<file path="src/rtl/usb_uart_fifo_bridge.sv">
`default_nettype none
// ============================================================================
// Module   : usb_uart_fifo_bridge (+ usb_uart_fifo_bridge_fifo)
// Purpose  : TX burst-batching FIFO and RX level-reporting FIFO around usb_uart
// Revision : 1.0 - initial release
// ============================================================================

module usb_uart_fifo_bridge_fifo #(
  parameter int DATA_W = 8,
  parameter int DEPTH  = 16
) (
  input  logic                       clk,
  input  logic                       rst_n,
  input  logic                       push,
  input  logic [DATA_W-1:0]          wr_data,
  input  logic                       pop,
  output logic [DATA_W-1:0]          rd_data,
  output logic [$clog2(DEPTH+1)-1:0] level,
  output logic                       not_full,
  output logic                       not_empty
);

  localparam int PW = $clog2(DEPTH);
  localparam int LW = $clog2(DEPTH+1);

  logic [DATA_W-1:0] mem_q [DEPTH];
  logic [PW-1:0]     wr_ptr_q, wr_ptr_d;
  logic [PW-1:0]     rd_ptr_q, rd_ptr_d;
  logic [LW-1:0]     level_q, level_d;
  logic              not_full_q, not_full_d;

  // Pointers wrap for free because DEPTH is a power of two.
  always_comb begin
    wr_ptr_d = wr_ptr_q;
    rd_ptr_d = rd_ptr_q;
    level_d  = level_q;
    if (push) wr_ptr_d = wr_ptr_q + PW'(1);
    if (pop)  rd_ptr_d = rd_ptr_q + PW'(1);
    case ({push, pop})
      2'b10:   level_d = level_q + LW'(1);
      2'b01:   level_d = level_q - LW'(1);
      default: level_d = level_q;
    endcase
    not_full_d = (level_d != LW'(DEPTH));
  end

  always_ff @(posedge clk or negedge rst_n) begin
    if (!rst_n) begin
      wr_ptr_q   <= '0;
      rd_ptr_q   <= '0;
      level_q    <= '0;
      not_full_q <= 1'b1;
    end else begin
      wr_ptr_q   <= wr_ptr_d;
      rd_ptr_q   <= rd_ptr_d;
      level_q    <= level_d;
      not_full_q <= not_full_d;
    end
  end

  always_ff @(posedge clk) begin
    if (push) mem_q[wr_ptr_q] <= wr_data;
  end

  assign rd_data   = mem_q[rd_ptr_q];
  assign level     = level_q;
  assign not_full  = not_full_q;
  assign not_empty = (level_q != '0);

endmodule

module usb_uart_fifo_bridge #(
  parameter int DATA_W        = 8,
  parameter int TX_DEPTH      = 16,
  parameter int RX_DEPTH      = 16,
  parameter int TX_BURST      = 8,
  parameter int FLUSH_TIMEOUT = 480
) (
  input  logic                          clk_48mhz,
  input  logic                          reset_n,
  input  logic [DATA_W-1:0]             tx_data,
  input  logic                          tx_valid,
  output logic                          tx_ready,
  input  logic                          tx_flush,
  output logic [$clog2(TX_DEPTH+1)-1:0] tx_level,
  output logic [DATA_W-1:0]             uart_in_data,
  output logic                          uart_in_valid,
  input  logic                          uart_in_ready,
  input  logic [DATA_W-1:0]             uart_out_data,
  input  logic                          uart_out_valid,
  output logic                          uart_out_ready,
  output logic [DATA_W-1:0]             rx_data,
  output logic                          rx_valid,
  input  logic                          rx_ready,
  output logic [$clog2(RX_DEPTH+1)-1:0] rx_level
);

  localparam int TLW = $clog2(TX_DEPTH+1);
  localparam int TW  = (FLUSH_TIMEOUT > 0) ? $clog2(FLUSH_TIMEOUT+1) : 1;
  localparam logic [TW-1:0]  TMO_MAX   = TW'(FLUSH_TIMEOUT);
  localparam logic [TW-1:0]  TMO_LAST  = (FLUSH_TIMEOUT > 0) ? TW'(FLUSH_TIMEOUT-1) : '0;
  localparam logic [TLW-1:0] BURST_LVL = TLW'(TX_BURST);

  typedef enum logic [1:0] {
    ST_IDLE    = 2'd0,
    ST_COLLECT = 2'd1,
    ST_DRAIN   = 2'd2
  } tx_state_e;

  tx_state_e      state_q, state_d;
  logic [TW-1:0]  timer_q, timer_d;
  logic [TLW-1:0] tx_level_nxt;
  logic           tx_push, tx_pop, tx_not_empty;
  logic           rx_push, rx_pop;

  assign tx_push       = tx_valid && tx_ready;
  assign tx_pop        = uart_in_valid && uart_in_ready;
  assign uart_in_valid = (state_q == ST_DRAIN) && tx_not_empty;
  assign rx_push       = uart_out_valid && uart_out_ready;
  assign rx_pop        = rx_valid && rx_ready;

  usb_uart_fifo_bridge_fifo #(
    .DATA_W (DATA_W),
    .DEPTH  (TX_DEPTH)
  ) u_tx_fifo (
    .clk       (clk_48mhz),
    .rst_n     (reset_n),
    .push      (tx_push),
    .wr_data   (tx_data),
    .pop       (tx_pop),
    .rd_data   (uart_in_data),
    .level     (tx_level),
    .not_full  (tx_ready),
    .not_empty (tx_not_empty)
  );

  usb_uart_fifo_bridge_fifo #(
    .DATA_W (DATA_W),
    .DEPTH  (RX_DEPTH)
  ) u_rx_fifo (
    .clk       (clk_48mhz),
    .rst_n     (reset_n),
    .push      (rx_push),
    .wr_data   (uart_out_data),
    .pop       (rx_pop),
    .rd_data   (rx_data),
    .level     (rx_level),
    .not_full  (uart_out_ready),
    .not_empty (rx_valid)
  );

  // Level after this edge; the burst threshold is judged on it so that the
  // write reaching TX_BURST already triggers the drain.
  always_comb begin
    tx_level_nxt = tx_level;
    case ({tx_push, tx_pop})
      2'b10:   tx_level_nxt = tx_level + TLW'(1);
      2'b01:   tx_level_nxt = tx_level - TLW'(1);
      default: tx_level_nxt = tx_level;
    endcase
  end

  always_comb begin
    state_d = state_q;
    timer_d = timer_q;
    case (state_q)
      ST_IDLE: begin
        timer_d = '0;
        if (tx_push) begin
          if ((FLUSH_TIMEOUT == 0) || (tx_level_nxt >= BURST_LVL)) state_d = ST_DRAIN;
          else                                                      state_d = ST_COLLECT;
        end
      end
      ST_COLLECT: begin
        if (tx_push)                timer_d = '0;
        else if (timer_q != TMO_MAX) timer_d = timer_q + TW'(1);
        if ((tx_level_nxt >= BURST_LVL) || tx_flush ||
            (!tx_push && (FLUSH_TIMEOUT > 0) && (timer_q == TMO_LAST)))
          state_d = ST_DRAIN;
      end
      ST_DRAIN: begin
        timer_d = '0;
        if (tx_level_nxt == '0) state_d = ST_IDLE;
      end
      default: begin
        state_d = ST_IDLE;
        timer_d = '0;
      end
    endcase
  end

  always_ff @(posedge clk_48mhz or negedge reset_n) begin
    if (!reset_n) begin
      state_q <= ST_IDLE;
      timer_q <= '0;
    end else begin
      state_q <= state_d;
      timer_q <= timer_d;
    end
  end

endmodule
`default_nettype wire
</file>
<file path="config.mk">
export PLATFORM = sky130hd
export DESIGN_NAME = usb_uart_fifo_bridge
export DESIGN_NICKNAME = d
export VERILOG_FILES = /design/src/rtl/usb_uart_fifo_bridge.sv
export SDC_FILE = /design/constraint.sdc
export NUM_CORES = 1
export LEC_CHECK = 0
export CAP_MARGIN = 20
export CORE_MARGIN = 2
export CORE_UTILIZATION = 34
export DETAILED_ROUTE_END_ITERATION = 12
export GPL_ROUTABILITY_DRIVEN = 1
export GPL_TIMING_DRIVEN = 1
export PLACE_DENSITY = 0.49
export SETUP_SLACK_MARGIN = 0.15
export SLEW_MARGIN = 20
export SYNTH_ARGS = -nofsm -noshare
export SYNTH_HDL_FRONTEND = slang
export SYNTH_SLANG_ARGS = --single-unit
</file>
<file path="constraint.sdc">
create_clock -name clk_48mhz -period 3.2 [get_ports clk_48mhz]
set_input_delay 0.32 -clock clk_48mhz [delete_from_list [all_inputs] [get_ports clk_48mhz]]
set_output_delay 0.32 -clock clk_48mhz [all_outputs]
set_load 0.005 [all_outputs]
</file>
## Word-level counts from Yosys, hierarchy flattened

Memories as Yosys holds them, arrays and structs flattened.
Index checks and enable logic that the tools add are counted.
W data, S select, Z words.

| storage, ports and cells | value |
|---|---|
| bits in registers | 39 |
| bits in writable memories | 256 |
| input bits | 23 |
| output and inout bits | 30 |
| logic and storage cells | 64 |
| memories | 2 |

Memory list:

| memory | words | width | read ports | clocked after Yosys merged registers in | wr ports | line | source |
|---|---|---|---|---|---|---|---|
| u_rx_fifo.mem_q | 16 | 8 | 1 | 0 | 1 | 26 | `logic [DATA_W-1:0] mem_q [DEPTH];` |
| u_tx_fifo.mem_q | 16 | 8 | 1 | 0 | 1 | 26 |  |

| operators by class | value |
|---|---|
| $add $sub $neg | 9 |
| magnitude comparators | 1 |
| equality and inequality tests | 14 |
| mux-type cells | 14 |
| reductions and logical operators | 14 |

Operators by type and width:

| cell | count |
|---|---|
| $mux W9 | 3 |
| $pmux W5 S2 | 2 |
| $add A4 B1 Y4 const B | 4 |
| $add A5 B1 Y5 const B | 2 |
| $ne A5 B5 Y1 const B | 2 |
| $reduce_bool A5 Y1 | 2 |
| $sub A5 B1 Y5 const B | 2 |
| $add A9 B1 Y9 const B | 1 |
| $eq A9 B9 Y1 const B | 1 |
| $ne A9 B9 Y1 const B | 1 |
| $mux W2 | 4 |
| $eq A2 B1 Y1 const B | 3 |
| $eq A2 B2 Y1 const B | 3 |
| $logic_and A1 B1 Y1 | 6 |
| $pmux W2 S3 | 1 |
| $ge A5 B4 Y1 const B | 1 |
| $logic_not A5 Y1 | 1 |
| $mux W1 | 4 |
| $ne A2 B2 Y1 const B | 2 |
| $ne A3 B3 Y1 const B | 1 |
| $reduce_and A3 Y1 | 1 |
| $logic_not A2 Y1 | 1 |
| $logic_or A1 B1 Y1 | 2 |
| $ne A2 B1 Y1 const B | 1 |
| $logic_not A1 Y1 | 1 |

## Depth between registers and ports, before layout

Gate-level depths: netlist (run 1).

| logic depth | value |
|---|---|
| depth after elaboration | 10 |
| mapped depth | 13 |
| gate-level depth less buffers | 12 |

## Modules after synthesis

From an unflattened synthesis (run 1), not the netlist that was laid out.

| unflattened totals | value |
|---|---|
| cells, all modules | 658 |
| area, all modules | 12569.6 um2 |

Modules (own cells, without submodules):

| module | times used | cells each | area an instance (um2) | sequential area each (um2) |
|---|---|---|---|---|
| usb_uart_fifo_bridge_fifo (u_rx_fifo) | 1 | 288 | 5885.6 | 4195.3 |
| usb_uart_fifo_bridge_fifo (u_tx_fifo) | 1 | 271 | 5780.5 | 4195.3 |
| usb_uart_fifo_bridge | 1 | 99 | 903.4 | 275.3 |

## Worst setup path before layout (run 1)

No wires, ideal clock.

| path | value |
|---|---|
| path kind | register to register |
| start point | register u_tx_fifo.level_q[0], in the netlist u_tx_fifo.level[0] |
| end point | register state_q[0] |
| setup time | 111 ps |
| data arrival time | 2934 ps |
| data required time | 3089 ps |
| setup slack | 155 ps |
| stages on the path, launching flop included | 13 |
| buffers on the path | 1 |
| clock period less this slack | 3045 ps |
| cell sequence | dfrtp_1 nor3_1 a211oi_1 and2_1 clkbuf_1 ha_1 fa_1 a21o_1 a21oi_2 xor2_1 o21ai_0 o31a_1 a2111oi_2 |

| on the way | value |
|---|---|
| word-level cells in the longest chain between the ends | 10 |
| elaborated cells on any way between the ends | 18 |
| classes of those cells | add/sub: 2; order compare: 1; eq/ne: 4; mux: 4; reduce/logical: 7 |

Ends and longest elaborated chain:

| element | line | source |
|---|---|---|
| start, declared | 29 | `logic [LW-1:0] level_q, level_d;` |
| start signal, assigned | 56 | `level_q <= level_d;` |
| $reduce_bool A5 Y1 (*) | 68 | `assign not_empty = (level_q != '0);` |
| $logic_and A1 B1 Y1 (*) | 118 | `assign uart_in_valid = (state_q == ST_DRAIN) && tx_not_empty;` |
| net uart_in_valid | 87 | `output logic uart_in_valid,` |
| $logic_and A1 B1 Y1 (*) | 117 | `assign tx_pop = uart_in_valid && uart_in_ready;` |
| net tx_pop | 113 | `logic tx_push, tx_pop, tx_not_empty;` |
| $eq A2 B1 Y1 or $eq A2 B2 Y1 (tied branches) | 156 | `case ({tx_push, tx_pop})` |
| $pmux W5 S2 (*) | 156 |  |
| $ge A5 B4 Y1 | 170, 177 |  |
| $logic_or A1 B1 Y1 (2 in series) | 177 | `if ((tx_level_nxt >= BURST_LVL) \|\| tx_flush \|\|` |
| $ne A2 B2 Y1 (no line) | -- |  |
| $reduce_and A3 Y1 (no line) | -- |  |
| end signal, assigned | 197 | `state_q <= state_d;` |
| end, declared | 110 | `tx_state_e state_q, state_d;` |

The timed path passes the listed nets; every way through them passes the cells marked *. The select of a mux whose other input is x is not followed.
A chain may end at the register's enable or synchronous reset.

## Worst setup path after layout (run 1)

| path | value |
|---|---|
| start point | register u_rx_fifo.rd_ptr_q[0] |
| end point | output rx_data[0] |

| on the way | value |
|---|---|
| word-level cells in the longest chain between the ends | 1 |

Ends and longest elaborated chain:

| element | line | source |
|---|---|---|
| start, declared | 28 | `logic [PW-1:0] rd_ptr_q, rd_ptr_d;` |
| start signal, assigned | 55 | `rd_ptr_q <= rd_ptr_d;` |
| $mem_v2 Z16 W8 | -- |  |
| end, declared | 92 | `output logic [DATA_W-1:0] rx_data,` |

No other way between the ends.

==> results of run 1 <==
## metal layers
layer	share of wire	up-vias	global-route usage
met2	0.49	115	0.225
met1	0.45	3040	0.182
met5	0	-	0
met3	0.040	41	0.0253
met4	0.021	0	0.0388
li1	-	2606	-
## cells in the mapped netlist, types with 3 or more instances
library cell and instances:
clkbuf_1 9, nor3_1 9, mux4_2 69, a21o_1 3, o21ai_0 8, mux4_1 11, dfrtp_1 37, nor2_1 26
and2_1 15, xor2_1 11, buf_1 4, inv_1 14, nand2_1 18, mux2_2 5, clkbuf_8 5, and3_1 7
nor2b_1 3, xnor2_1 16, nand4_1 4, buf_6 6, buf_8 3, a21oi_1 6, edfxtp_1 256, ha_1 20
nand3b_1 3, nand3_1 9
## through the flow
| stage | cell area [µm²] | total power [mW] | utilization |
|---|---|---|---|
| finish | 14400 | 13.1 | 0.410 |
| global route | 14400 | 13.8 | 0.410 |
| CTS | 14300 | 13.2 | 0.407 |
| detailed placement | 13200 | 9.40 | 0.374 |
| global placement | 13200 | 9.30 | 0.374 |
| floorplan | 12100 | 7.85 | - |
## layout make-up
| cell class | instances | area (µm²) | area share |
|---|---|---|---|
| timing repair buffer | 95 | 940 | 0.0651 |
| sequential | 295 | 8670 | 0.601 |
| clock inverter | 22 | 140 | 0.00971 |
| multi-input combinational | 260 | 3150 | 0.218 |
| tap | 461 | 577 | 0.0400 |
| clock buffer | 40 | 895 | 0.0620 |
| inverter | 14 | 52.6 | 0.00364 |
## worst min path at each step
| stage | startpoint | to | slack, ns | cells after the start |
|---|---|---|---|---|
| global placement | state_q[1] | state_q[0] | 0.48 | 1 |
| global route | uart_out_valid | u_rx_fifo.wr_ptr_q[2] | 0.49 | 3 |
| detailed placement | state_q[1] | state_q[0] | 0.50 | 1 |
| finish | reset_n | u_tx_fifo.level[1] | 0.48 | 2 |
| CTS | tx_flush | state_q[0] | 0.43 | 2 |
| floorplan | reset_n | state_q[0] | 0.02 | 0 |
## state kept, by name, summed over array words and instances (netlist names)
register / flops
u_tx_fifo.rd_ptr_q: 4
u_rx_fifo.level: 5
u_tx_fifo.level: 5
u_rx_fifo.rd_ptr_q: 4
u_tx_fifo.mem_q: 128
state_q: 2
u_rx_fifo.mem_q: 128
u_rx_fifo.not_full: 1
u_tx_fifo.wr_ptr_q: 4
u_tx_fifo.not_full: 1
timer_q: 9
u_rx_fifo.wr_ptr_q: 4
## critical path, cell delays in order (launching register included)
cell and delay, ns:
dfrtp_2 0.49, buf_12 0.21, mux4_1 0.59, mux4_2 0.48, clkdlybuf4s50_1 0.48
## repair_timing
action | CTS | global route
gates resized for setup | 12 | 6
setup buffers | 10 | 7
endpoints found under the hold margin | 37 | 0
gates cloned | 1 | 0
endpoints found under the setup margin | 18 | 11
hold buffers | 1 | 0
## kinds of logic (layout without fill, tap and decap cells)
logic type | count (synthesis) | in the layout | share of synthesized area
AO/OA/AOI/OAI | 23 | 23 | 0.0124
XOR/XNOR | 28 | 28 | 0.0209
adder cells (fa/ha/maj) | 22 | 22 | 0.0240
buffers and inverters | 42 | 171 | 0.0240
flip-flops | 295 | 295 | 0.718
multiplexers | 86 | 86 | 0.158
AND/OR/NAND/NOR | 101 | 101 | 0.0424
## power by group through the flow
stage | registers (mW) | logic (mW) | clock network, mW
2_1_floorplan | 5.00 | 2.85 | 0
3_3_place_gp | 5.26 | 4.04 | 0
3_5_place_dp | 5.29 | 4.11 | 0
4_1_cts | 5.18 | 4.29 | 3.70
5_1_grt | 5.25 | 4.67 | 3.84
6_report | 5.17 | 4.32 | 3.59
==> flow_summary.ini, run 1 <==
[logic_synthesis]
ys_ff_latch = 295
synth_async_sr_flop_share = 0.132
syn_area_um2 = 12100
synth_area_leader_cell = edfxtp_1
synth_enable_flop_cells = 256
yosysSeqAreaShare = 0.718
yosys.area.top_type_share = 0.637
mappedNetlistNets = 642
synth_top_flop_cell = edfxtp_1
syn_area_per_cell_um2 = 20.2
yosysWarnings = 0
synthTopCellsByArea = edfxtp_1 (64%), mux4_2 (13%), dfrtp_1 (7.7%)
synthCells = 597
ys_types = 40

[global_route]
grt_start_max_net_pins = 40
grt.total_usage = 0.135
grt_pass1_wl_um = 37500
grt_pass1_vias = 6203
antenna_found_initial = 0
overflow = 0

[worst_setup_path]
r2r_cells = 11
arrival_ns = 2.75
endpoint_kind = primary output
startpoint_type = flip-flop
r2r-end = state_q[0]
critPathKind = reg2out
crit_start = u_rx_fifo.rd_ptr_q[0]
crit_fanout = 14
rrSetupSlack_ns = 0.24
cp_data_required_time_ns = 2.88
crit_path_end = rx_data[0]
r2r_start = u_tx_fifo.level[1]

[run_status]
outcome = finished, final reports clean

[cts]
path_clk_slew_ns = 0.06
insertion_delay_ns = 0.51
cts_sinks = 295
cts_made_buffers = 34
cts_tree = done
htree_levels = 2
cts-root-buf = clkbuf_16
clock_path_buffers = 3

[timing]
final.min_clock_period_ns = 3.07
setup_viol = 0
layout_setup_ws_ns = 0.127
fin_tns_setup_ns = 0
tightest_slew_ns = 0.936
maxSlewViolCount = 0
finalCritPeriodShare = 0.960
slew_headroom = 0.376
fin_skew_ns = 0.0184
hold_viol = 0
rsz0062_at_grt = yes
fmax_ghz = 0.325
hold_slack_ns = 0.477

[placement]
hpwl_um = 15800
io_buffers = 52
dp_cells = 1106
gp_congestion = 0.761
dp_slack_ns = 0.0120

[floorplan]
core_um2 = 35200
rows = 69
io_pins = 53
die_w_um = 192
dieArea_um2 = 37000
initial_core_util = 0.343
fp.dieH_um = 192

[final_layout]
stdcell_count = 1187
layout_commonest_cell = edfxtp_1
fill_cells = 3138
antennaDiodeCount = 0
layout-drive-gt1-share = 0.242
syn_to_final_growth_pct = 19.5
most-common-layout-cells = edfxtp_1 (256), mux4_2 (70), clkdlybuf4s50_1 (43), clkbuf_16 (35)
final_nets = 745

[detailed_routing]
drc = 0
vias_per_cell = 4.89
detail_route.first_pass.iterations = 4
vias = 5802
drt_wl_total_um = 24400
antenna_left = 0
routedWlPerCell_um = 20.6
drtIter0Drc = 343

[power]
p_switching_mw = 3.82
pwr-share-comb = 0.330
leakage_nw = 4.90
p_sw_frac = 0.292
pwr-share-seq = 0.395
internal_power_mw = 9.27
power.density_nw_per_um2 = 907
pwr-share-clk = 0.274
vdd_drop_max_uv = 496

[flow_run]
maxCapViolCount = 0

[min_path]
worstHoldPathType = in2async
(Power assumes the default switching activity.)
==> inputs of run 2 (changes only) <==
- ABC_AREA: unset -> 0
==> results of run 2 <==
Same layout as run 1: the final DEF is identical, and so are final timing and power.
==> inputs of run 3 (changes only) <==
- CTS_CLUSTER_SIZE: unset -> 40
==> run 3 against run 2 <==
Against the previous run: die area stayed put; via count is 0.41% lower; setup slack gained 0.0067 ns; total power increased by 0.96%; register-to-register slack hardly changed; sequential cell count stayed put; critical path type unchanged.
==> flow_summary.ini, run 3 (synthesized netlist as in run 1, its figures left out) <==
[cts]
cts_tree = done
cts_made_buffers = 34
clock_path_buffers = 3
cts_sinks = 295
htree_levels = 2
path_clk_slew_ns = 0.05
cts-root-buf = clkbuf_16
insertion_delay_ns = 0.52

[timing]
slew_headroom = 0.384
tightest_slew_ns = 0.924
hold_viol = 0
layout_setup_ws_ns = 0.134
hold_slack_ns = 0.492
finalCritPeriodShare = 0.958
rsz0062_at_grt = yes
final.min_clock_period_ns = 3.07
setup_viol = 0
maxSlewViolCount = 0
fmax_ghz = 0.326
fin_tns_setup_ns = 0
fin_skew_ns = 0.0219

[placement]
hpwl_um = 15800
io_buffers = 52
gp_congestion = 0.761
placed_area_um2 = 13200
dp_slack_ns = 0.0120
dp_cells = 1106

[power]
power.density_nw_per_um2 = 913
internal_power_mw = 9.41
power.total_mw = 13.2
leakage_nw = 4.93
pwr-share-clk = 0.283
pwr-share-comb = 0.326
p_sw_frac = 0.288
p_switching_mw = 3.80
pwr-share-seq = 0.391
vdd_drop_max_uv = 542

[global_route]
grt.total_usage = 0.134
overflow = 0
grt_pass1_vias = 6199
grt_pass1_wl_um = 37200
antenna_found_initial = 0
grt_start_max_net_pins = 40

[detailed_routing]
drc = 0
drtIter0Drc = 320
drt_wl_total_um = 24200
detail_route.first_pass.iterations = 5
routedWlPerCell_um = 20.4
vias_per_cell = 4.88
vias = 5778
antenna_left = 0

[floorplan]
fp.dieH_um = 192
dieArea_um2 = 37000
die_w_um = 192
rows = 69
core_um2 = 35200
initial_core_util = 0.343
io_pins = 53

[worst_setup_path]
endpoint_kind = primary output
cp_data_required_time_ns = 2.88
arrival_ns = 2.75
rrSetupSlack_ns = 0.24
r2r-end = state_q[0]
critPathKind = reg2out
r2r_start = u_tx_fifo.level[1]
crit_fanout = 14
startpoint_type = flip-flop
r2r_cells = 11

[final_layout]
stdcell_count = 1184
syn_to_final_growth_pct = 19.9
stdcell_area_um2 = 14500
layout-drive-gt1-share = 0.242
final_core_util = 0.411
antennaDiodeCount = 0
most-common-layout-cells = edfxtp_1 (256), mux4_2 (70), clkdlybuf4s50_1 (43), clkbuf_16 (35), dfrtp_1 (34)
layout_commonest_cell = edfxtp_1
reg_top3 = u_rx_fifo.mem_q (128), u_tx_fifo.mem_q (128), timer_q (9)
final_nets = 742

[flow_run]
maxCapViolCount = 0

[run_status]
outcome = finished, final reports clean

[min_path]
worstHoldPathType = in2async
## run 3: cell types whose count changed in the layout (fill, tap and decap cells not counted), moves of 2 or more
cell / delta
buf_4: -4
clkbuf_8: +3
clkinv_2: -3
dlymetal6s2s_1: +3
clkinv_1: -2
dlygate4sd2_1: -2
## run 3: worst max-delay path by stage
stage                             to                  start  slack, ns
after detailed placement  state_q[0]     u_tx_fifo.level[1]       0.01
after floorplan           state_q[0]     u_tx_fifo.level[0]       0.15
after global routing      rx_data[0]  u_rx_fifo.rd_ptr_q[0]       0.05
after CTS                 rx_data[1]  u_rx_fifo.rd_ptr_q[0]       0.11
final                     rx_data[0]  u_rx_fifo.rd_ptr_q[0]       0.13
after global placement    state_q[0]     u_tx_fifo.level[1]       0.18
## run 3: area by class of cell
cell class | instances | area, µm²
inverters | 14 | 52.6
fillers | 3131 | 20800
clock buffers | 43 | 936
multi-input cells | 260 | 3150
well taps | 461 | 577
clock inverters | 19 | 155
flip-flops and latches | 295 | 8670
repair buffers | 92 | 931
## run 3: power groups by stage
stage	Combinational [mW]	Sequential [mW]	Clock, mW
2_1_floorplan	2.85	5.00	0
4_1_cts	4.32	5.18	3.84
5_1_grt	4.66	5.25	3.99
6_report	4.31	5.17	3.74
3_3_place_gp	4.04	5.26	0
3_5_place_dp	4.11	5.29	0
## run 3: critical path, stage by stage (launching register included)
cell and delay, ns:
dfrtp_2 0.49, buf_12 0.21, mux4_1 0.59, mux4_2 0.48, clkdlybuf4s50_1 0.48
## run 3: repair_timing
| action | 4_1_cts | 5_1_grt |
|---|---|---|
| hold endpoints to repair | 37 | 0 |
| setup buffers | 10 | 4 |
| hold buffers | 1 | 0 |
| cloned | 1 | 0 |
| setup endpoints to repair | 18 | 14 |
| gates resized for setup | 9 | 9 |
## run 3: metal layers
metal,vias to the layer above,GRT usage,share of wire
met3,30,0.0267,0.044
li1,2599,-,-
met5,-,0,0
met1,3018,0.180,0.44
met4,0,0.0332,0.017
met2,131,0.224,0.50
